## src/rtl/ram_arb_pkg.sv

```systemverilog
// Shared types and constants for the LCD character-RAM arbiter.
// The RAM_ARB_FIXED_PRIO_EN macro selects the tie-break policy inside ram_arb_pick.
package ram_arb_pkg;

    typedef enum logic [1:0] {
        IDLE  = 2'd0,
        ISSUE = 2'd1,
        WAIT  = 2'd2,
        ACK   = 2'd3
    } state_e;

    localparam int ADDR_W_DEF = 8;
    localparam int DATA_W_DEF = 8;

    localparam logic P_WB  = 1'b0;
    localparam logic P_LCD = 1'b1;

endpackage

```

## src/rtl/ram_arbiter_if.sv

```systemverilog
// One requester's req/ack channel into the character-RAM arbiter.
// master = requester side, slave = arbiter side.
interface ram_arbiter_if #(
    parameter int ADDR_W = 8,
    parameter int DATA_W = 8
);
    logic              req;
    logic              we;
    logic [ADDR_W-1:0] addr;
    logic [DATA_W-1:0] wdata;
    logic              ack;
    logic [DATA_W-1:0] rdata;

    modport master (output req, we, addr, wdata, input ack, rdata);
    modport slave  (input req, we, addr, wdata, output ack, rdata);
endinterface

```

## src/rtl/ram_arb_pick.sv

```systemverilog
// Combinational winner select between the two requesters.
// Round-robin on the last pointer by default; RAM_ARB_FIXED_PRIO_EN makes port 0 always win.
module ram_arb_pick
    import ram_arb_pkg::*;
(
    input  logic p0_req_i,
    input  logic p1_req_i,
    input  logic last_i,
    output logic grant_o,
    output logic valid_o
);

`ifdef RAM_ARB_FIXED_PRIO_EN
    logic unused_last_s;
    assign unused_last_s = last_i;

    // Port 0 always takes priority.
    always_comb begin
        valid_o = p0_req_i | p1_req_i;
        if (p0_req_i) begin
            grant_o = P_WB;
        end else if (p1_req_i) begin
            grant_o = P_LCD;
        end else begin
            grant_o = P_WB;
        end
    end
`else
    // On a tie the port that did not win last time gets the grant.
    always_comb begin
        valid_o = p0_req_i | p1_req_i;
        if (p0_req_i && p1_req_i) begin
            grant_o = ~last_i;
        end else if (p1_req_i) begin
            grant_o = P_LCD;
        end else begin
            grant_o = P_WB;
        end
    end
`endif

endmodule

```

## src/rtl/ram_arbiter.sv

```systemverilog
// Two-port arbiter/sequencer for the 256x8 LCD character RAM (IDLE->ISSUE->WAIT->ACK).
// Tie-break policy is selected by RAM_ARB_FIXED_PRIO_EN (see ram_arb_pick).
module ram_arbiter
    import ram_arb_pkg::*;
#(
    parameter int ADDR_W = ADDR_W_DEF,
    parameter int DATA_W = DATA_W_DEF
) (
    input  logic              clk2,
    input  logic              rst,
    ram_arbiter_if.slave      p0,
    ram_arbiter_if.slave      p1,
    output logic              ram_rd,
    output logic              ram_wr1,
    output logic [ADDR_W-1:0] ram_addr1,
    output logic [ADDR_W-1:0] ram_addr2,
    output logic [DATA_W-1:0] ram_dbin1,
    input  logic [DATA_W-1:0] ram_dbout1
);

    state_e            state_q;
    logic              last_q;
    logic              cmd_port_q;
    logic              cmd_we_q;
    logic              ack0_q, ack1_q;
    logic [DATA_W-1:0] rdata0_q, rdata1_q;
    logic              ram_rd_q, ram_wr1_q;
    logic [ADDR_W-1:0] ram_addr1_q, ram_addr2_q;
    logic [DATA_W-1:0] ram_dbin1_q;

    logic              grant_s, valid_s;
    logic              cmd_we_d;
    logic [ADDR_W-1:0] cmd_addr_d;
    logic [DATA_W-1:0] cmd_wdata_d;

    ram_arb_pick u_pick (
        .p0_req_i (p0.req),
        .p1_req_i (p1.req),
        .last_i   (last_q),
        .grant_o  (grant_s),
        .valid_o  (valid_s)
    );

    // Route the winning port's command toward the command register.
    always_comb begin
        cmd_we_d    = p0.we;
        cmd_addr_d  = p0.addr;
        cmd_wdata_d = p0.wdata;
        if (grant_s == P_LCD) begin
            cmd_we_d    = p1.we;
            cmd_addr_d  = p1.addr;
            cmd_wdata_d = p1.wdata;
        end else begin
            cmd_we_d    = p0.we;
            cmd_addr_d  = p0.addr;
            cmd_wdata_d = p0.wdata;
        end
    end

    // Sequencer FSM; strobes are loaded on the IDLE->ISSUE edge so they are high for exactly the ISSUE cycle.
    always_ff @(posedge clk2) begin
        if (rst) begin
            state_q     <= IDLE;
            last_q      <= 1'b1;
            cmd_port_q  <= 1'b0;
            cmd_we_q    <= 1'b0;
            ack0_q      <= 1'b0;
            ack1_q      <= 1'b0;
            rdata0_q    <= {DATA_W{1'b0}};
            rdata1_q    <= {DATA_W{1'b0}};
            ram_rd_q    <= 1'b0;
            ram_wr1_q   <= 1'b0;
            ram_addr1_q <= {ADDR_W{1'b0}};
            ram_addr2_q <= {ADDR_W{1'b0}};
            ram_dbin1_q <= {DATA_W{1'b0}};
        end else begin
            case (state_q)
                IDLE: begin
                    if (valid_s) begin
                        state_q    <= ISSUE;
                        cmd_port_q <= grant_s;
                        cmd_we_q   <= cmd_we_d;
                        last_q     <= grant_s;
                        ram_rd_q   <= ~cmd_we_d;
                        ram_wr1_q  <= cmd_we_d;
                        if (cmd_we_d) begin
                            ram_addr1_q <= cmd_addr_d;
                            ram_dbin1_q <= cmd_wdata_d;
                        end else begin
                            ram_addr2_q <= cmd_addr_d;
                        end
                    end
                end
                ISSUE: begin
                    ram_rd_q  <= 1'b0;
                    ram_wr1_q <= 1'b0;
                    state_q   <= WAIT;
                end
                WAIT: begin
                    // RAM output is valid now, one cycle after the read strobe.
                    if (!cmd_we_q) begin
                        if (cmd_port_q == P_LCD) begin
                            rdata1_q <= ram_dbout1;
                        end else begin
                            rdata0_q <= ram_dbout1;
                        end
                    end
                    ack0_q  <= (cmd_port_q == P_WB);
                    ack1_q  <= (cmd_port_q == P_LCD);
                    state_q <= ACK;
                end
                ACK: begin
                    ack0_q  <= 1'b0;
                    ack1_q  <= 1'b0;
                    state_q <= IDLE;
                end
                default: begin
                    ack0_q    <= 1'b0;
                    ack1_q    <= 1'b0;
                    ram_rd_q  <= 1'b0;
                    ram_wr1_q <= 1'b0;
                    state_q   <= IDLE;
                end
            endcase
        end
    end

    assign p0.ack     = ack0_q;
    assign p1.ack     = ack1_q;
    assign p0.rdata   = rdata0_q;
    assign p1.rdata   = rdata1_q;
    assign ram_rd     = ram_rd_q;
    assign ram_wr1    = ram_wr1_q;
    assign ram_addr1  = ram_addr1_q;
    assign ram_addr2  = ram_addr2_q;
    assign ram_dbin1  = ram_dbin1_q;

endmodule

```

## src/flat_wrapper.sv

```systemverilog
// flat-port wrapper written by rule: the top's interface ports become plain ports
module ram_arbiter_flat import ram_arb_pkg::*;
#(
    parameter int ADDR_W = ADDR_W_DEF,
    parameter int DATA_W = DATA_W_DEF
)
  (clk2, rst, ram_rd, ram_wr1, ram_addr1, ram_addr2, ram_dbin1, ram_dbout1, p0_req, p0_we, p0_addr, p0_wdata, p0_ack, p0_rdata, p1_req, p1_we, p1_addr, p1_wdata, p1_ack, p1_rdata);
  ram_arbiter_if #(.ADDR_W(ADDR_W), .DATA_W(DATA_W)) p0_i ();
  ram_arbiter_if #(.ADDR_W(ADDR_W), .DATA_W(DATA_W)) p1_i ();
  input  logic clk2;
  input  logic rst;
  output logic ram_rd;
  output logic ram_wr1;
  output logic [ADDR_W-1:0] ram_addr1;
  output logic [ADDR_W-1:0] ram_addr2;
  output logic [DATA_W-1:0] ram_dbin1;
  input  logic [DATA_W-1:0] ram_dbout1;
  input wire logic [$bits(p0_i.req)-1:0] p0_req;
  input wire logic [$bits(p0_i.we)-1:0] p0_we;
  input wire logic [$bits(p0_i.addr)-1:0] p0_addr;
  input wire logic [$bits(p0_i.wdata)-1:0] p0_wdata;
  output wire logic [$bits(p0_i.ack)-1:0] p0_ack;
  output wire logic [$bits(p0_i.rdata)-1:0] p0_rdata;
  input wire logic [$bits(p1_i.req)-1:0] p1_req;
  input wire logic [$bits(p1_i.we)-1:0] p1_we;
  input wire logic [$bits(p1_i.addr)-1:0] p1_addr;
  input wire logic [$bits(p1_i.wdata)-1:0] p1_wdata;
  output wire logic [$bits(p1_i.ack)-1:0] p1_ack;
  output wire logic [$bits(p1_i.rdata)-1:0] p1_rdata;
  assign p0_i.req = p0_req;
  assign p0_i.we = p0_we;
  assign p0_i.addr = p0_addr;
  assign p0_i.wdata = p0_wdata;
  assign p0_ack = p0_i.ack;
  assign p0_rdata = p0_i.rdata;
  assign p1_i.req = p1_req;
  assign p1_i.we = p1_we;
  assign p1_i.addr = p1_addr;
  assign p1_i.wdata = p1_wdata;
  assign p1_ack = p1_i.ack;
  assign p1_rdata = p1_i.rdata;
  ram_arbiter #(.ADDR_W(ADDR_W), .DATA_W(DATA_W)) u_core (.clk2(clk2), .rst(rst), .p0(p0_i), .p1(p1_i), .ram_rd(ram_rd), .ram_wr1(ram_wr1), .ram_addr1(ram_addr1), .ram_addr2(ram_addr2), .ram_dbin1(ram_dbin1), .ram_dbout1(ram_dbout1));
endmodule
```

## config.mk

```make
export PLATFORM = sky130hd
export DESIGN_NAME = ram_arbiter_flat
export DESIGN_NICKNAME = d
export VERILOG_FILES = /design/src/rtl/ram_arb_pkg.sv /design/src/rtl/ram_arbiter_if.sv /design/src/rtl/ram_arb_pick.sv /design/src/rtl/ram_arbiter.sv /design/src/flat_wrapper.sv
export SDC_FILE = /design/constraint.sdc
export NUM_CORES = 1
export LEC_CHECK = 0
export BUFFER_PORTS_ARGS = -buffer_cell sky130_fd_sc_hd__buf_2
export CAP_MARGIN = 20
export CORE_ASPECT_RATIO = 1.2
export CORE_MARGIN = 10
export CORE_UTILIZATION = 47
export CTS_CLUSTER_SIZE = 28
export DETAILED_ROUTE_END_ITERATION = 6
export GPL_TIMING_DRIVEN = 0
export PLACE_DENSITY = 0.79
export SLEW_MARGIN = 0
export SYNTH_ARGS = -nofsm -noshare
export SYNTH_HDL_FRONTEND = slang
export SYNTH_SLANG_ARGS = --single-unit
```

## constraint.sdc

```tcl
create_clock -name clk2 -period 1.85 [get_ports clk2]
set_input_delay 0.185 -clock clk2 [delete_from_list [all_inputs] [get_ports clk2]]
set_output_delay 0.185 -clock clk2 [all_outputs]
set_load 0.03 [all_outputs]
```

[After elaboration in Yosys (flattened, before gate mapping)]
Cells that the tools add are included.
Storage, ports and cells
  latch bits: 0
  memories: 0
  ROM bits: 0
  register bits after elaboration: 49
  RAM bits: 0
  output and inout bits: 44
Cells by class
  add/subtract/negate cells: 0
  $lt $le $gt $ge: 0
  reduce and logical (&&, ||, !) cells: 10
  mux-type cells: 13
  bitwise operators: 5
  shifts and indexed selects: 0
  div/mod/pow operators: 0
  multiply operators: 0
  equality and inequality tests: 4
Operators by type and width (count)
  8-bit 2-to-1 mux: 2
  3-bit AND reduction: 4
  1-bit case mux with 2 select lines: 4
  2-bit case mux with 4 select lines: 1
  1-bit 2-to-1 mux: 5
  2-bit == test (second input constant): 2
  1-bit inverter: 4
  2-bit AND reduction: 2
  2-bit nonzero test: 2
  2-bit by 1-bit == test with 1-bit output (second input constant): 1
  2-bit logical NOT: 1
  2-bit 2-to-1 mux: 1
  2-bit inequality test (second input constant): 1
  1-bit logical AND: 1
  1-bit OR: 1

[Longest topological paths before layout]
Gate-level depths: netlist of run 1.
  depth after elaboration: 6
  depth in mapped cells: 7

[By module]
A second synthesis of run 1 with hierarchy kept.
Unflattened totals
  cell total of the unflattened synthesis: 203
  area total of the unflattened synthesis: 2043.2 µm²
By module, submodules not included
  ram_arbiter: cells an instance 201, area each 2029.4 µm², times used 1
  ram_arb_pick: cells an instance 2, area each 13.8 µm², times used 1

[Worst setup path before layout of run 1]
OpenSTA, ideal clock, no wires.
  path kind: register to register
  start point: reg u_core.state_q[0]
  end point: reg u_core.rdata1_q[0], in the netlist u_core.p1.rdata[0]
  path slack: 0.329 ns
  buffers on the path: 1
  data arrival time: 1.393 ns
  setup time: 0.128 ns
  cell stages (with the launch flop): 7
  path through: dfxtp_1 > inv_1 > ha_1 > nand3b_1 > clkbuf_1 > mux2i_1 > nor2_1
On the way
  word-level cells in the longest chain between the ends: 2
Ends and longest elaborated chain
  start: declaration: RTL line ram_arbiter.sv:21  | state_e state_q;
  start signal: assignment: RTL line ram_arbiter.sv:63  | state_q <= IDLE;
  start signal: assignment: RTL line ram_arbiter.sv:80  | state_q <= ISSUE;
  start signal: assignment: RTL line ram_arbiter.sv:97  | state_q <= WAIT;
  2-bit == test: RTL line ram_arbiter.sv:77  | case (state_q)
  3-bit AND reduction (no line)
  end signal: assignment: RTL line ram_arbiter.sv:70  | rdata1_q <= {DATA_W{1'b0}};
  end signal: assignment: RTL line ram_arbiter.sv:103  | rdata1_q <= ram_dbout1;
  end: declaration: RTL line ram_arbiter.sv:26  | logic [DATA_W-1:0] rdata0_q, rdata1_q;
Every way passes these cells.
A chain may end at the register's enable or synchronous reset.

[Worst setup path in the final report of run 1]
  start point: reg u_core.state_q[0]
  end point: reg u_core.ram_wr1_q, in the netlist u_core.ram_wr1
On the way
  word-level cells in the longest chain between the ends: 3
  elaborated cells between the ends (all ways): 6
  classes of those cells: 2 x eq/ne; 1 x mux; 3 x reduce/logical
Ends and longest elaborated chain
  2-bit by 1-bit == test with 1-bit output or 2-bit logical NOT (tied branches): RTL line ram_arbiter.sv:77
  2-bit nonzero test (no line) or 2-bit inequality test (tied branches)
  2-bit AND reduction (no line)
  end signal: assignment: RTL line ram_arbiter.sv:85  | ram_wr1_q <= cmd_we_d;
  end: declaration: RTL line ram_arbiter.sv:27  | logic ram_rd_q, ram_wr1_q;
Several ways; a longest one is shown, not always the timed one.

==> report_table.html, run 1 <==
<table>
<tr><th>Metric</th><th>Value</th></tr>
<tr><th colspan="2">Detailed routing</th></tr>
<tr><td>Routed length per placed instance</td><td>15.8 um</td></tr>
<tr><td>Antenna-violating nets left</td><td>0</td></tr>
<tr><td>Routed wire length</td><td>around 5600 um</td></tr>
<tr><td>Vias after detailed routing</td><td>roughly 1800</td></tr>
<tr><td>Remaining DRCs</td><td>0</td></tr>
<tr><td>Number of search-and-repair iterations in the first detailed-routing pass</td><td>4</td></tr>
<tr><td>Vias per inst</td><td>around 5.2</td></tr>
<tr><td>Number of DRC markers after the initial detailed-route iteration</td><td>76</td></tr>
<tr><th colspan="2">Placement</th></tr>
<tr><td>PortBufs</td><td>88</td></tr>
<tr><td>Total half-perimeter wirelength after legalization and detailed placement</td><td>approximately 4500 um</td></tr>
<tr><td>Weighted congestion at the end of routability-driven global placement</td><td>~0.76</td></tr>
<tr><th colspan="2">Yosys</th></tr>
<tr><td>Synth Area per Inst</td><td>between 10 and 15 um2</td></tr>
<tr><td>Fraction of synthesis flops using an asynchronous set or reset pin</td><td>0%</td></tr>
<tr><td>Share of synthesized area occupied by flip-flops and latches</td><td>46.0%</td></tr>
<tr><td>Top cell type's share of synthesized area</td><td>a little under half</td></tr>
<tr><td>Yosys synthesis warning count</td><td>0</td></tr>
<tr><td>Prevailing post-synth register cell</td><td>dfxtp_1</td></tr>
<tr><td>Net count after synthesis</td><td>approximately 250</td></tr>
<tr><td>Count of mapped cells out of synthesis</td><td>202</td></tr>
<tr><td>Count of flip-flops with a built-in enable after synthesis</td><td>0</td></tr>
<tr><td>Ranking of synthesized cells by instance count</td><td>dfxtp_1 (49), mux2i_1 (35), a21oi_1 (24)</td></tr>
<tr><td>Largest area contributor in the netlist</td><td>dfxtp_1</td></tr>
<tr><td>Count of unique library cells instantiated by Yosys</td><td>28</td></tr>
<tr><td>Seq cells post-synth</td><td>a little under 50</td></tr>
<tr><td>Dominant cell by count in the synthesized netlist</td><td>dfxtp_1</td></tr>
<tr><td>Total standard cell area after synthesis</td><td>between 2000 and 2500 um2</td></tr>
<tr><td>Cell types with the largest area share after synthesis</td><td>dfxtp_1 (46%), mux2i_1 (16%), a211oi_2 (5.9%)</td></tr>
<tr><th colspan="2">STA</th></tr>
<tr><td>Hold violation count in the final report</td><td>0</td></tr>
<tr><td>Total setup violations reported at the end of the flow</td><td>0</td></tr>
<tr><td>Relative slew slack</td><td>approximately three fifths</td></tr>
<tr><td>Period minus WS final</td><td>between 1500 and 2000 ps</td></tr>
<tr><td>Worst clock skew</td><td>~10 ps</td></tr>
<tr><td>Slew of the pin with the lowest slew margin</td><td>between 500 and 600 ps</td></tr>
<tr><td>Final-layout worst hold slack</td><td>approximately 140 ps</td></tr>
<tr><td>Setup TNS</td><td>0 ps</td></tr>
<tr><td>Achievable clock frequency</td><td>594 MHz</td></tr>
<tr><td>Final slew viol count</td><td>0</td></tr>
<tr><td>Final Cycle Share</td><td>roughly nine tenths</td></tr>
<tr><td>RSZ-0062 raised after global routing</td><td>no</td></tr>
<tr><th colspan="2">Clocking</th></tr>
<tr><td>Clock H-tree levels</td><td>2</td></tr>
<tr><td>Number of buffers added by the clock tree synthesis step</td><td>5</td></tr>
<tr><td>Post-cts resize count</td><td>0</td></tr>
<tr><td>Clock root cell</td><td>clkbuf_8</td></tr>
<tr><td>Buffers inserted by post-CTS timing repair</td><td>0</td></tr>
<tr><td># clock sinks</td><td>49</td></tr>
<tr><td>Clock Pin Slew Worst Setup and Hold Paths</td><td>~80 ps</td></tr>
<tr><td>Cts hold-fix bufs</td><td>0</td></tr>
<tr><td>CTS tree</td><td>built</td></tr>
<tr><td>Largest buffer count on any clock path</td><td>2</td></tr>
<tr><td>Worst-Skew Late Latency</td><td>~300 ps</td></tr>
<tr><th colspan="2">Power and ir drop</th></tr>
<tr><td>Post-layout power</td><td>roughly 3.7 mW</td></tr>
<tr><td>Peak supply drop</td><td>around 0.78 mV</td></tr>
<tr><td>Power Density</td><td>1360 nW/um2</td></tr>
<tr><td>Leakage dissipation</td><td>approximately 1.3 nW</td></tr>
<tr><th colspan="2">Worst setup path</th></tr>
<tr><td>Crit-path max FO</td><td>10</td></tr>
<tr><td>Endpoint class of the critical path</td><td>flop</td></tr>
<tr><td>Critical path startpoint category</td><td>flop</td></tr>
<tr><td>Required time worst endpoint</td><td>~2000 ps</td></tr>
<tr><td>Data arrival at the endpoint of the critical path</td><td>~1900 ps</td></tr>
<tr><td>Critical path start-end classification</td><td>reg -&gt; reg</td></tr>
<tr><th colspan="2">Global routing</th></tr>
<tr><td>Initial antenna violation count</td><td>0</td></tr>
<tr><td>Via count of the first global-routing pass</td><td>1965</td></tr>
<tr><td>Global route overflow</td><td>0</td></tr>
<tr><td>Total global routing track utilization</td><td>between 10% and 20%</td></tr>
<tr><td>Pin count of the biggest net entering global routing</td><td>15</td></tr>
<tr><td>First-pass GRT wire length</td><td>about 9000 um</td></tr>
<tr><th colspan="2">Finish</th></tr>
<tr><td>Number of nets in the final layout</td><td>around 350</td></tr>
<tr><td>Area added between synthesis and finish</td><td>28.0%</td></tr>
<tr><td>FILL cells</td><td>~390</td></tr>
<tr><td>Share of post-route cells with drive strength above 1</td><td>between 30% and 40%</td></tr>
<tr><td>Diodes inserted</td><td>0</td></tr>
<tr><th colspan="2">Floorplanning</th></tr>
<tr><td>Core region area</td><td>about 4300 um2</td></tr>
<tr><td>Floorplan row count</td><td>26</td></tr>
<tr><td>Die Height</td><td>roughly 94 um</td></tr>
<tr><td>Width of the die</td><td>~82 um</td></tr>
<tr><td>Die area</td><td>approximately 7600 um2</td></tr>
<tr><td>Initial Util</td><td>about 50%</td></tr>
<tr><td>Number of top-level design ports</td><td>90</td></tr>
<tr><th colspan="2">Job</th></tr>
<tr><td>Max-cap violations</td><td>0</td></tr>
<tr><th colspan="2">Outcome</th></tr>
<tr><td>Run status</td><td>completed</td></tr>
<tr><th colspan="2">Worst hold path</th></tr>
<tr><td>Class of the tightest hold or removal check</td><td>in -&gt; reg</td></tr>
</table>
==> per-stage QoR <==
stage	setup WS (ps)	cells	area (um2)	util [%]
4_1_cts	32.1	353	2740	63.2
5_1_grt	12.8	352	2730	63.1
3_5_place_dp	44.9	346	2650	61.1
6_report	167	352	2730	63.1
3_3_place_gp	109	346	2650	61.1
2_1_floorplan	329	202	2130	-
==> report_power, final <==
group | internal, mW | leakage [nW] | switching [mW]
Sequential | 1.28 | 0.401 | 0.124
Combinational | 0.596 | 0.827 | 1.07
Clock | 0.296 | 0.0433 | 0.337
==> critical path, cell delays in order (launching register included) <==
cell      delay (ps)
dfxtp_1          340
inv_1            120
ha_1             270
clkbuf_1         390
o21bai_1         170
a22oi_1          220
nor2_1            60
==> cells by family after synthesis <==
kind of cell    count (synthesis)  synth area share (%)
simple gates                   35                  7.68
compound gates                 58                  22.1
fa+ha+maj                       5                  2.93
buf+inv                        20                  4.92
flops                          49                  46.0
mux                            35                  16.4
==> routing by layer <==
| metal | track usage [%] | up-vias | wire (um) |
|---|---|---|---|
| met5 | 0 | - | 0 |
| met4 | 4.77 | 0 | 66 |
| met3 | 6.80 | 8 | 620 |
| met2 | 24.5 | 68 | 2620 |
| met1 | 16.4 | 841 | 2250 |
| li1 | - | 912 | - |
==> cell usage in the layout, fill, tap and decap left out, types with 2 or more instances in the layout <==
cell type	netlist	final
nor3_1	4	4
inv_1	4	4
a21oi_1	24	24
mux2i_1	35	35
nor2_1	21	21
nor3b_1	2	2
dfxtp_1	49	49
a22oi_1	3	3
clkbuf_1	8	7
a211oi_2	10	10
buf_6	3	3
clkbuf_8	0	6
ha_1	5	5
o2bb2ai_4	2	2
buf_2	3	91
a211oi_1	15	15
nand2_1	2	2
==> registers in the layout (all words and copies together), names as in the netlist <==
name               flops
u_core.p1.rdata        8
u_core.ram_addr1       8
u_core.p1.ack          1
u_core.state_q         2
u_core.last_q          1
u_core.ram_rd          1
u_core.ram_wr1         1
u_core.cmd_port_q      1
u_core.ram_dbin1       8
u_core.p0.ack          1
u_core.cmd_we_q        1
u_core.ram_addr2       8
u_core.p0.rdata        8
==> final timing paths <==
kind	startpoint	end	slack (ps)	cells past startpoint
setup / recovery	u_core.state_q[0]	u_core.ram_wr1	170	6
hold / removal	ram_dbout1[6]	u_core.p1.rdata[6]	140	3
setup reg to reg	u_core.state_q[0]	u_core.ram_wr1	170	6
hold reg to reg	u_core.p0.rdata[3]	u_core.p0.rdata[3]	490	2
==> final cells by class <==
| type | count | area (um2) | area share, % |
|---|---|---|---|
| inverters | 4 | 15.0 | 0.550 |
| multi-input cells | 133 | 1050 | 38.4 |
| flip-flops and latches | 49 | 981 | 35.9 |
| clock inverters | 1 | 7.51 | 0.275 |
| well taps | 56 | 70.1 | 2.57 |
| clock buffers | 6 | 82.6 | 3.02 |
| repair buffers | 88 | 440 | 16.1 |
| plain buffers | 15 | 86.3 | 3.16 |
No activity file was read; power rests on OpenSTA's default activity.
==> run 2: changes to the inputs <==
--- a/config.mk
+++ b/config.mk
@@ -14,6 +14,7 @@
 export DETAILED_ROUTE_END_ITERATION = 6
 export GPL_TIMING_DRIVEN = 0
 export PLACE_DENSITY = 0.79
+export REMOVE_ABC_BUFFERS = 1
 export SLEW_MARGIN = 0
 export SYNTH_ARGS = -nofsm -noshare
 export SYNTH_HDL_FRONTEND = slang
==> constraint.sdc (replaced) <==
create_clock -name clk2 -period 1.6 [get_ports clk2]
set_input_delay 0.16 -clock clk2 [delete_from_list [all_inputs] [get_ports clk2]]
set_output_delay 0.16 -clock clk2 [all_outputs]
set_load 0.03 [all_outputs]
==> run 2 against run 1 <==
  * Flip-flop and latch count is the same
  * First-iteration DRC count rose by 76%
  * Cell area up 4.9%
  * Cell count is 0.28% higher
  * Core utilization grew 3.1 points
  * Non-clock buffer count grew 1
  * Register-to-register slack worse by 70 ps
  * Via count increased by 0.27%
  * Clock power rose by 34%
  * Fmax up 12%
  * Worst hold slack worse by 34 ps
  * Critical path type unchanged
  * Largest power group unchanged
  * Highest routed layer unchanged
==> report_table.html, run 2 (synthesis gave the netlist of run 1 again) <==
<table>
<tr><th>Metric</th><th>Value</th></tr>
<tr><th colspan="2">Placement</th></tr>
<tr><td>Weighted congestion at the end of routability-driven global placement</td><td>0.716 (-5.4%)</td></tr>
<tr><td>PortBufs</td><td>89 (+1.1%)</td></tr>
<tr><td>Placed cells</td><td>332 (-4.0%)</td></tr>
<tr><td>Area after DPL</td><td>2580 um2 (-2.5%)</td></tr>
<tr><td>Total half-perimeter wirelength after legalization and detailed placement</td><td>4190 um (-6.5%)</td></tr>
<tr><th colspan="2">Detailed routing</th></tr>
<tr><td>Routed length per placed instance</td><td>16.6 um (+5.2%)</td></tr>
<tr><td>Routed wire length</td><td>5860 um (+5.5%)</td></tr>
<tr><td>Vias after detailed routing</td><td>1834 (+0.27%)</td></tr>
<tr><td>Number of DRC markers after the initial detailed-route iteration</td><td>134 (+76%)</td></tr>
<tr><td>Antenna-violating nets left</td><td>0 (unchanged)</td></tr>
<tr><td>Vias per inst</td><td>5.20 (about the same)</td></tr>
<tr><td>Remaining DRCs</td><td>0 (unchanged)</td></tr>
<tr><td>Number of search-and-repair iterations in the first detailed-routing pass</td><td>4 (unchanged)</td></tr>
<tr><th colspan="2">Global routing</th></tr>
<tr><td>Initial antenna violation count</td><td>0 (unchanged)</td></tr>
<tr><td>First-pass GRT wire length</td><td>9290 um (+1.1%)</td></tr>
<tr><td>Via count of the first global-routing pass</td><td>1924 (-2.1%)</td></tr>
<tr><td>Pin count of the biggest net entering global routing</td><td>50 (+35)</td></tr>
<tr><td>Global route overflow</td><td>0 (unchanged)</td></tr>
<tr><td>Total global routing track utilization</td><td>15.2% (+0.37 points)</td></tr>
<tr><th colspan="2">Worst setup path</th></tr>
<tr><td>Required time worst endpoint</td><td>1730 ps (-290 ps)</td></tr>
<tr><td>Capture instance of the worst register-to-register path</td><td>u_core.ram_dbin1[4]</td></tr>
<tr><td>Source of the worst register-to-register timing path</td><td>u_core.last_q</td></tr>
<tr><td>Critical path startpoint category</td><td>flop</td></tr>
<tr><td>R2R depth</td><td>4 (-2)</td></tr>
<tr><td>Crit-path max FO</td><td>16 (+6)</td></tr>
<tr><td>Endpoint class of the critical path</td><td>flop</td></tr>
<tr><td>Worst-case register-to-register setup slack</td><td>100 ps (-70 ps)</td></tr>
<tr><td>CP Cell Sequence</td><td>and2b_1 -&gt; o2bb2ai_4 -&gt; and2_4 -&gt; a211oi_1</td></tr>
<tr><td>Worst path max stage delay</td><td>410 ps (+20 ps)</td></tr>
<tr><td>Critical path start-end classification</td><td>reg -&gt; reg</td></tr>
<tr><td>Critical path's slowest cell</td><td>dfxtp_1</td></tr>
<tr><td>Data arrival at the endpoint of the critical path</td><td>1640 ps (-210 ps)</td></tr>
<tr><th colspan="2">Clocking</th></tr>
<tr><td>Worst-Skew Late Latency</td><td>300 ps (about the same)</td></tr>
<tr><td>Largest buffer count on any clock path</td><td>2 (unchanged)</td></tr>
<tr><td>CTS tree</td><td>built</td></tr>
<tr><td>Clock root cell</td><td>clkbuf_8</td></tr>
<tr><td>Clock H-tree levels</td><td>2 (unchanged)</td></tr>
<tr><td>Number of buffers added by the clock tree synthesis step</td><td>5 (unchanged)</td></tr>
<tr><td># clock sinks</td><td>49 (unchanged)</td></tr>
<tr><td>Clock Pin Slew Worst Setup and Hold Paths</td><td>90 ps (about the same)</td></tr>
<tr><th colspan="2">Floorplanning</th></tr>
<tr><td>Initial Util</td><td>49.3% (unchanged)</td></tr>
<tr><td>Die area</td><td>7650 um2 (unchanged)</td></tr>
<tr><td>Core region area</td><td>4330 um2 (unchanged)</td></tr>
<tr><td>Width of the die</td><td>81.5 um (unchanged)</td></tr>
<tr><td>Number of top-level design ports</td><td>90 (unchanged)</td></tr>
<tr><td>Die Height</td><td>93.8 um (unchanged)</td></tr>
<tr><td>Floorplan row count</td><td>26 (unchanged)</td></tr>
<tr><th colspan="2">Worst hold path</th></tr>
<tr><td>Worst hold path stage count</td><td>3 (unchanged)</td></tr>
<tr><td>Sink of the worst hold path</td><td>u_core.p1.rdata[4]</td></tr>
<tr><td>Class of the tightest hold or removal check</td><td>in -&gt; reg</td></tr>
<tr><td>Critical hold path startpoint</td><td>ram_dbout1[4]</td></tr>
<tr><th colspan="2">STA</th></tr>
<tr><td>Period minus WS final</td><td>1500 ps (-180 ps)</td></tr>
<tr><td>Final slew viol count</td><td>0 (unchanged)</td></tr>
<tr><td>Total setup violations reported at the end of the flow</td><td>0 (unchanged)</td></tr>
<tr><td>RSZ-0062 raised after global routing</td><td>no</td></tr>
<tr><td>Slew of the pin with the lowest slew margin</td><td>960 ps (+373 ps)</td></tr>
<tr><td>Final Cycle Share</td><td>93.9% (+2.9 points)</td></tr>
<tr><td>Achievable clock frequency</td><td>666 MHz (+12%)</td></tr>
<tr><td>Worst clock skew</td><td>6.62 ps (-3.69 ps)</td></tr>
<tr><td>Relative slew slack</td><td>36.0% (-25 points)</td></tr>
<tr><td>Hold violation count in the final report</td><td>0 (unchanged)</td></tr>
<tr><th colspan="2">Power and ir drop</th></tr>
<tr><td>Proportion of power drawn by the clock network</td><td>18.1% (+1.0 points)</td></tr>
<tr><td>Switching fraction of total power</td><td>39.7% (-1.6 points)</td></tr>
<tr><td>Net switching power of the design</td><td>1.86 mW (+22%)</td></tr>
<tr><td>Post-layout power</td><td>4.68 mW (+26%)</td></tr>
<tr><td>Internal power component</td><td>2.82 mW (+30%)</td></tr>
<tr><td>Sequential power share</td><td>35.2% (-2.7 points)</td></tr>
<tr><td>Peak supply drop</td><td>0.834 mV (+7.6%)</td></tr>
<tr><td>Leakage dissipation</td><td>1.33 nW (+4.7%)</td></tr>
<tr><td>Power Density</td><td>1630 nW/um2 (+20%)</td></tr>
<tr><td>Combinational power share</td><td>46.6% (+1.6 points)</td></tr>
<tr><th colspan="2">Finish</th></tr>
<tr><td>Final instance count without filler cells</td><td>353 (+0.28%)</td></tr>
<tr><td>FILL cells</td><td>363 (-6.4%)</td></tr>
<tr><td>Footprint of the multi-input gates</td><td>1120 um2 (+6.6%)</td></tr>
<tr><td>Share of post-route cells with drive strength above 1</td><td>45.5% (+6.3 points)</td></tr>
<tr><td>Area added between synthesis and finish</td><td>34.3%</td></tr>
<tr><td>Leading cell type in the layout, fill and taps excluded</td><td>buf_2</td></tr>
<tr><td>Commonest cells after routing, fill and taps aside</td><td>buf_2 (89), dfxtp_1 (48), mux2i_1 (32)</td></tr>
<tr><td>Number of nets in the final layout</td><td>348 (+0.29%)</td></tr>
<tr><td>Utilization after layout</td><td>66.3% (+3.1 points)</td></tr>
<tr><td>Final std cell area, no fill</td><td>2870 um2 (+4.9%)</td></tr>
<tr><td>Diodes inserted</td><td>0 (unchanged)</td></tr>
<tr><td>Sequential standard cell area</td><td>982 um2 (+0.13%)</td></tr>
<tr><th colspan="2">Job</th></tr>
<tr><td>Max-cap violations</td><td>0 (unchanged)</td></tr>
<tr><th colspan="2">Outcome</th></tr>
<tr><td>Run status</td><td>completed</td></tr>
</table>
## run 2: cell types whose count changed in the layout (fill, tap and decap cells not counted), sizes merged
cell	previous run	this run
buf	96	104
clkinv	0	1
clkbuf	13	5
clkinvlp	1	0
bufinv	0	1
## run 2: final cells by class
class / instances / area share [%]
inverter: 4 / 0.524
clock buffer: 5 / 2.40
sequential: 49 / 34.3
multi-input combinational: 133 / 39.0
clock inverter: 2 / 1.22
tap: 56 / 2.44
timing repair buffer: 104 / 20.2
## run 2: how the worst max path moves through the flow
stage	startpoint	to	depth (start not counted)
2_1_floorplan	u_core.state_q[0]	u_core.p0.rdata[0]	5
3_3_place_gp	u_core.state_q[0]	u_core.p0.rdata[6]	5
3_5_place_dp	u_core.state_q[0]	u_core.ram_rd	6
4_1_cts	u_core.state_q[0]	u_core.p0.rdata[3]	6
5_1_grt	u_core.last_q	u_core.ram_dbin1[6]	5
6_report	u_core.last_q	u_core.ram_dbin1[4]	4
## run 2: timing repair
item,in CTS,in global routing
endpoints found under the setup margin,47,22
gates resized for setup,7,8
buffers inserted,9,5
pin swaps,4,1
hold buffers,0,0
## run 2: per-layer routing
metal | up-vias | GRT usage, % | wire [um]
li1 | 917 | - | -
met1 | 864 | 16.3 | 2330
met2 | 44 | 27.0 | 3080
met3 | 9 | 4.50 | 334
met4 | 0 | 5.92 | 103
met5 | - | 0 | 0
## run 2: power groups by stage
| stage | logic, mW | registers (mW) | clock network [mW] |
|---|---|---|---|
| 2_1_floorplan | 0.910 | 2.06 | 0 |
| 5_1_grt | 2.36 | 1.68 | 0.926 |
| 3_5_place_dp | 1.86 | 1.65 | 0 |
| 6_report | 2.18 | 1.65 | 0.849 |
| 3_3_place_gp | 1.82 | 1.64 | 0 |
| 4_1_cts | 2.03 | 1.64 | 0.866 |
## run 2: stage by stage
step / setup TNS (ps) / hold WS [ps] / setup WS (ps)
after floorplan: -13350 / 225 / -428
after global placement: -29920 / 404 / -931
after detailed placement: -19110 / 415 / -731
after CTS: 0 / 103 / 25.8
after global routing: 0 / 104 / 4.10
final: 0 / 107 / 97.5
## run 2: critical path, delay by kind of cell (launching register included)
family | cells | cell delay [ps]
compound gates | 2 | 320
flops | 1 | 410
simple gates | 2 | 610
==> run 3: changes to the inputs <==
--- a/config.mk
+++ b/config.mk
@@ -14,7 +14,6 @@
 export DETAILED_ROUTE_END_ITERATION = 6
 export GPL_TIMING_DRIVEN = 0
 export PLACE_DENSITY = 0.79
-export REMOVE_ABC_BUFFERS = 1
 export SLEW_MARGIN = 0
 export SYNTH_ARGS = -nofsm -noshare
 export SYNTH_HDL_FRONTEND = slang
==> run 3 against run 2 <==
  * Fmax decreased by 1.5%
  * Sequential share of layout area increased by 0.30 points
  * Critical path type unchanged
  * Largest power group unchanged
  * Core utilization decreased by 0.49 points
  * Clock power decreased by 13%
==> report_table.html, run 3 (synthesis gave the netlist of run 1 again) <==
<table>
<tr><th>Metric</th><th>Value</th></tr>
<tr><th colspan="2">Outcome</th></tr>
<tr><td>Run status</td><td>completed</td></tr>
<tr><th colspan="2">STA</th></tr>
<tr><td>Final slew viol count</td><td>0 (unchanged)</td></tr>
<tr><td>RSZ-0062 raised after global routing</td><td>yes</td></tr>
<tr><td>Hold violation count in the final report</td><td>0 (unchanged)</td></tr>
<tr><td>Final-layout worst hold slack</td><td>113 ps (+5.71 ps)</td></tr>
<tr><td>Period minus WS final</td><td>1530 ps (+23.0 ps)</td></tr>
<tr><td>Total setup violations reported at the end of the flow</td><td>0 (unchanged)</td></tr>
<tr><td>Final Cycle Share</td><td>95.3% (+1.4 points)</td></tr>
<tr><td>Relative slew slack</td><td>61.4% (+25 points)</td></tr>
<tr><td>Slew of the pin with the lowest slew margin</td><td>579 ps (-381 ps)</td></tr>
<tr><td>Worst clock skew</td><td>12.4 ps (+5.73 ps)</td></tr>
<tr><td>Setup TNS</td><td>0 ps (unchanged)</td></tr>
<tr><td>Achievable clock frequency</td><td>656 MHz (-1.5%)</td></tr>
<tr><th colspan="2">Finish</th></tr>
<tr><td>Leading cell type in the layout, fill and taps excluded</td><td>buf_2</td></tr>
<tr><td>Number of nets in the final layout</td><td>358 (+2.9%)</td></tr>
<tr><td>Commonest cells after routing, fill and taps aside</td><td>buf_2 (90), dfxtp_1 (47), mux2i_1 (35)</td></tr>
<tr><td>Sequential standard cell area</td><td>983 um2 (+0.13%)</td></tr>
<tr><td>Area added between synthesis and finish</td><td>33.3%</td></tr>
<tr><td>Diodes inserted</td><td>0 (unchanged)</td></tr>
<tr><td>FILL cells</td><td>373 (+2.8%)</td></tr>
<tr><td>Share of post-route cells with drive strength above 1</td><td>44.6% (-0.83 points)</td></tr>
<tr><td>Final instance count without filler cells</td><td>363 (+2.8%)</td></tr>
<tr><td>Final std cell area, no fill</td><td>2850 um2 (-0.74%)</td></tr>
<tr><td>Footprint of the multi-input gates</td><td>1060 um2 (-4.7%)</td></tr>
<tr><th colspan="2">Job</th></tr>
<tr><td>Max-cap violations</td><td>0 (unchanged)</td></tr>
<tr><th colspan="2">Clocking</th></tr>
<tr><td>Worst-Skew Late Latency</td><td>300 ps (about the same)</td></tr>
<tr><td># clock sinks</td><td>49 (unchanged)</td></tr>
<tr><td>Cts hold-fix bufs</td><td>0 (unchanged)</td></tr>
<tr><td>Clock Pin Slew Worst Setup and Hold Paths</td><td>90 ps (about the same)</td></tr>
<tr><td>Clock root cell</td><td>clkbuf_8</td></tr>
<tr><td>Number of buffers added by the clock tree synthesis step</td><td>5 (unchanged)</td></tr>
<tr><td>Largest buffer count on any clock path</td><td>2 (unchanged)</td></tr>
<tr><td>CTS tree</td><td>built</td></tr>
<tr><td>Clock H-tree levels</td><td>2 (unchanged)</td></tr>
<tr><th colspan="2">Power and ir drop</th></tr>
<tr><td>Power Density</td><td>1550 nW/um2 (-5.3%)</td></tr>
<tr><td>Leakage dissipation</td><td>1.34 nW (+0.57%)</td></tr>
<tr><td>Peak supply drop</td><td>0.972 mV (+17%)</td></tr>
<tr><th colspan="2">Global routing</th></tr>
<tr><td>Total global routing track utilization</td><td>14.9% (-0.35 points)</td></tr>
<tr><td>Global route overflow</td><td>0 (unchanged)</td></tr>
<tr><td>Via count of the first global-routing pass</td><td>1969 (+2.3%)</td></tr>
<tr><td>First-pass GRT wire length</td><td>9200 um (-0.97%)</td></tr>
<tr><td>Initial antenna violation count</td><td>0 (unchanged)</td></tr>
<tr><td>Pin count of the biggest net entering global routing</td><td>15 (-70%)</td></tr>
<tr><th colspan="2">Detailed routing</th></tr>
<tr><td>Routed length per placed instance</td><td>15.9 um (-3.9%)</td></tr>
<tr><td>Routed wire length</td><td>5790 um (-1.2%)</td></tr>
<tr><td>Number of DRC markers after the initial detailed-route iteration</td><td>58 (-57%)</td></tr>
<tr><td>Remaining DRCs</td><td>0 (unchanged)</td></tr>
<tr><td>Number of search-and-repair iterations in the first detailed-routing pass</td><td>4 (unchanged)</td></tr>
<tr><td>Antenna-violating nets left</td><td>0 (unchanged)</td></tr>
<tr><td>Vias per inst</td><td>5.14 (-1.1%)</td></tr>
<tr><td>Vias after detailed routing</td><td>1865 (+1.7%)</td></tr>
<tr><th colspan="2">Worst setup path</th></tr>
<tr><td>Crit-path max FO</td><td>10 (-6)</td></tr>
<tr><td>Required time worst endpoint</td><td>1770 ps (+40 ps)</td></tr>
<tr><td>Capture instance of the worst register-to-register path</td><td>u_core.ram_addr1[5]</td></tr>
<tr><td>Endpoint class of the critical path</td><td>flop</td></tr>
<tr><td>Data arrival at the endpoint of the critical path</td><td>1700 ps (+60 ps)</td></tr>
<tr><td>Source of the worst register-to-register timing path</td><td>u_core.last_q</td></tr>
<tr><td>R2R depth</td><td>6 (+2)</td></tr>
<tr><td>Critical path startpoint category</td><td>flop</td></tr>
<tr><td>Critical path start-end classification</td><td>reg -&gt; reg</td></tr>
<tr><td>Worst-case register-to-register setup slack</td><td>70 ps (-20 ps)</td></tr>
<tr><th colspan="2">Floorplanning</th></tr>
<tr><td>Initial Util</td><td>49.3% (unchanged)</td></tr>
<tr><td>Floorplan row count</td><td>26 (unchanged)</td></tr>
<tr><td>Core region area</td><td>4330 um2 (unchanged)</td></tr>
<tr><td>Number of top-level design ports</td><td>90 (unchanged)</td></tr>
<tr><td>Width of the die</td><td>81.5 um (unchanged)</td></tr>
<tr><td>Die Height</td><td>93.8 um (unchanged)</td></tr>
<tr><td>Die area</td><td>7650 um2 (unchanged)</td></tr>
<tr><th colspan="2">Placement</th></tr>
<tr><td>Weighted congestion at the end of routability-driven global placement</td><td>0.757 (+5.8%)</td></tr>
<tr><td>Total half-perimeter wirelength after legalization and detailed placement</td><td>4470 um (+6.9%)</td></tr>
<tr><td>PortBufs</td><td>88 (-1.1%)</td></tr>
<tr><td>Placed cells</td><td>346 (+4.2%)</td></tr>
<tr><td>Area after DPL</td><td>2650 um2 (+2.5%)</td></tr>
<tr><th colspan="2">Worst hold path</th></tr>
<tr><td>Class of the tightest hold or removal check</td><td>in -&gt; reg</td></tr>
<tr><td>Worst hold path stage count</td><td>3 (unchanged)</td></tr>
<tr><td>Critical hold path startpoint</td><td>ram_dbout1[6]</td></tr>
<tr><td>Sink of the worst hold path</td><td>u_core.p1.rdata[6]</td></tr>
</table>
[run 3: area by class of cell]
type	count	area share, %
Multi-Input combinational cell	133	37.4
Sequential cell	49	34.6
Timing Repair Buffer	99	18.4
Buffer	15	3.47
Clock buffer	6	2.90
Tap cell	56	2.46
Inverter	4	0.528
Clock inverter	1	0.264
[run 3: metrics by stage]
stage,power (mW),utilization (%),setup WS [ps]
2_1_floorplan,3.06,-,79.0
3_3_place_gp,3.55,61.1,-141
3_5_place_dp,3.59,61.1,-205
4_1_cts,4.34,63.6,3.70
5_1_grt,4.68,65.8,-37.5
6_report,4.40,65.8,74.5
[run 3: worst max path at each step]
| stage | start | end | slack [ps] | cells past startpoint |
|---|---|---|---|---|
| after floorplan | u_core.state_q[0] | u_core.p1.rdata[0] | 80 | 6 |
| after global placement | u_core.state_q[0] | u_core.p1.rdata[7] | -140 | 6 |
| after detailed placement | u_core.state_q[0] | u_core.p1.rdata[5] | -210 | 6 |
| after CTS | u_core.state_q[0] | u_core.ram_addr1[2] | 4 | 5 |
| after global routing | u_core.state_q[0] | u_core.p0.rdata[3] | -40 | 6 |
| final | u_core.last_q | u_core.ram_addr1[5] | 70 | 6 |
[run 3: what timing repair did]
item                       CTS  global route
buffers inserted             1            10
gates resized for setup      4            12
pin swaps                    1             2
setup endpoints to repair   19            30
[run 3: layer usage]
layer	up-vias	GRT usage, %	wire length [um]
met4	0	4.77	46
met5	-	0	0
met1	863	16.4	2340
met2	62	24.5	2810
met3	6	6.80	595
li1	934	-	-
[run 3: worst max-delay path: stages (launching register included)]
cell and delay, ps:
dfxtp_2 350, and2b_2 270, o2bb2ai_4 240, and2_4 180
buf_6 120, buf_6 170, a211oi_2 80
[run 3: report_power, final]
| part | switching (mW) | internal (mW) | leakage, nW |
|---|---|---|---|
| clock | 0.396 | 0.342 | 0.0433 |
| sequential | 0.149 | 1.49 | 0.401 |
| combinational | 1.26 | 0.766 | 0.895 |
| total | 1.80 | 2.59 | 1.34 |
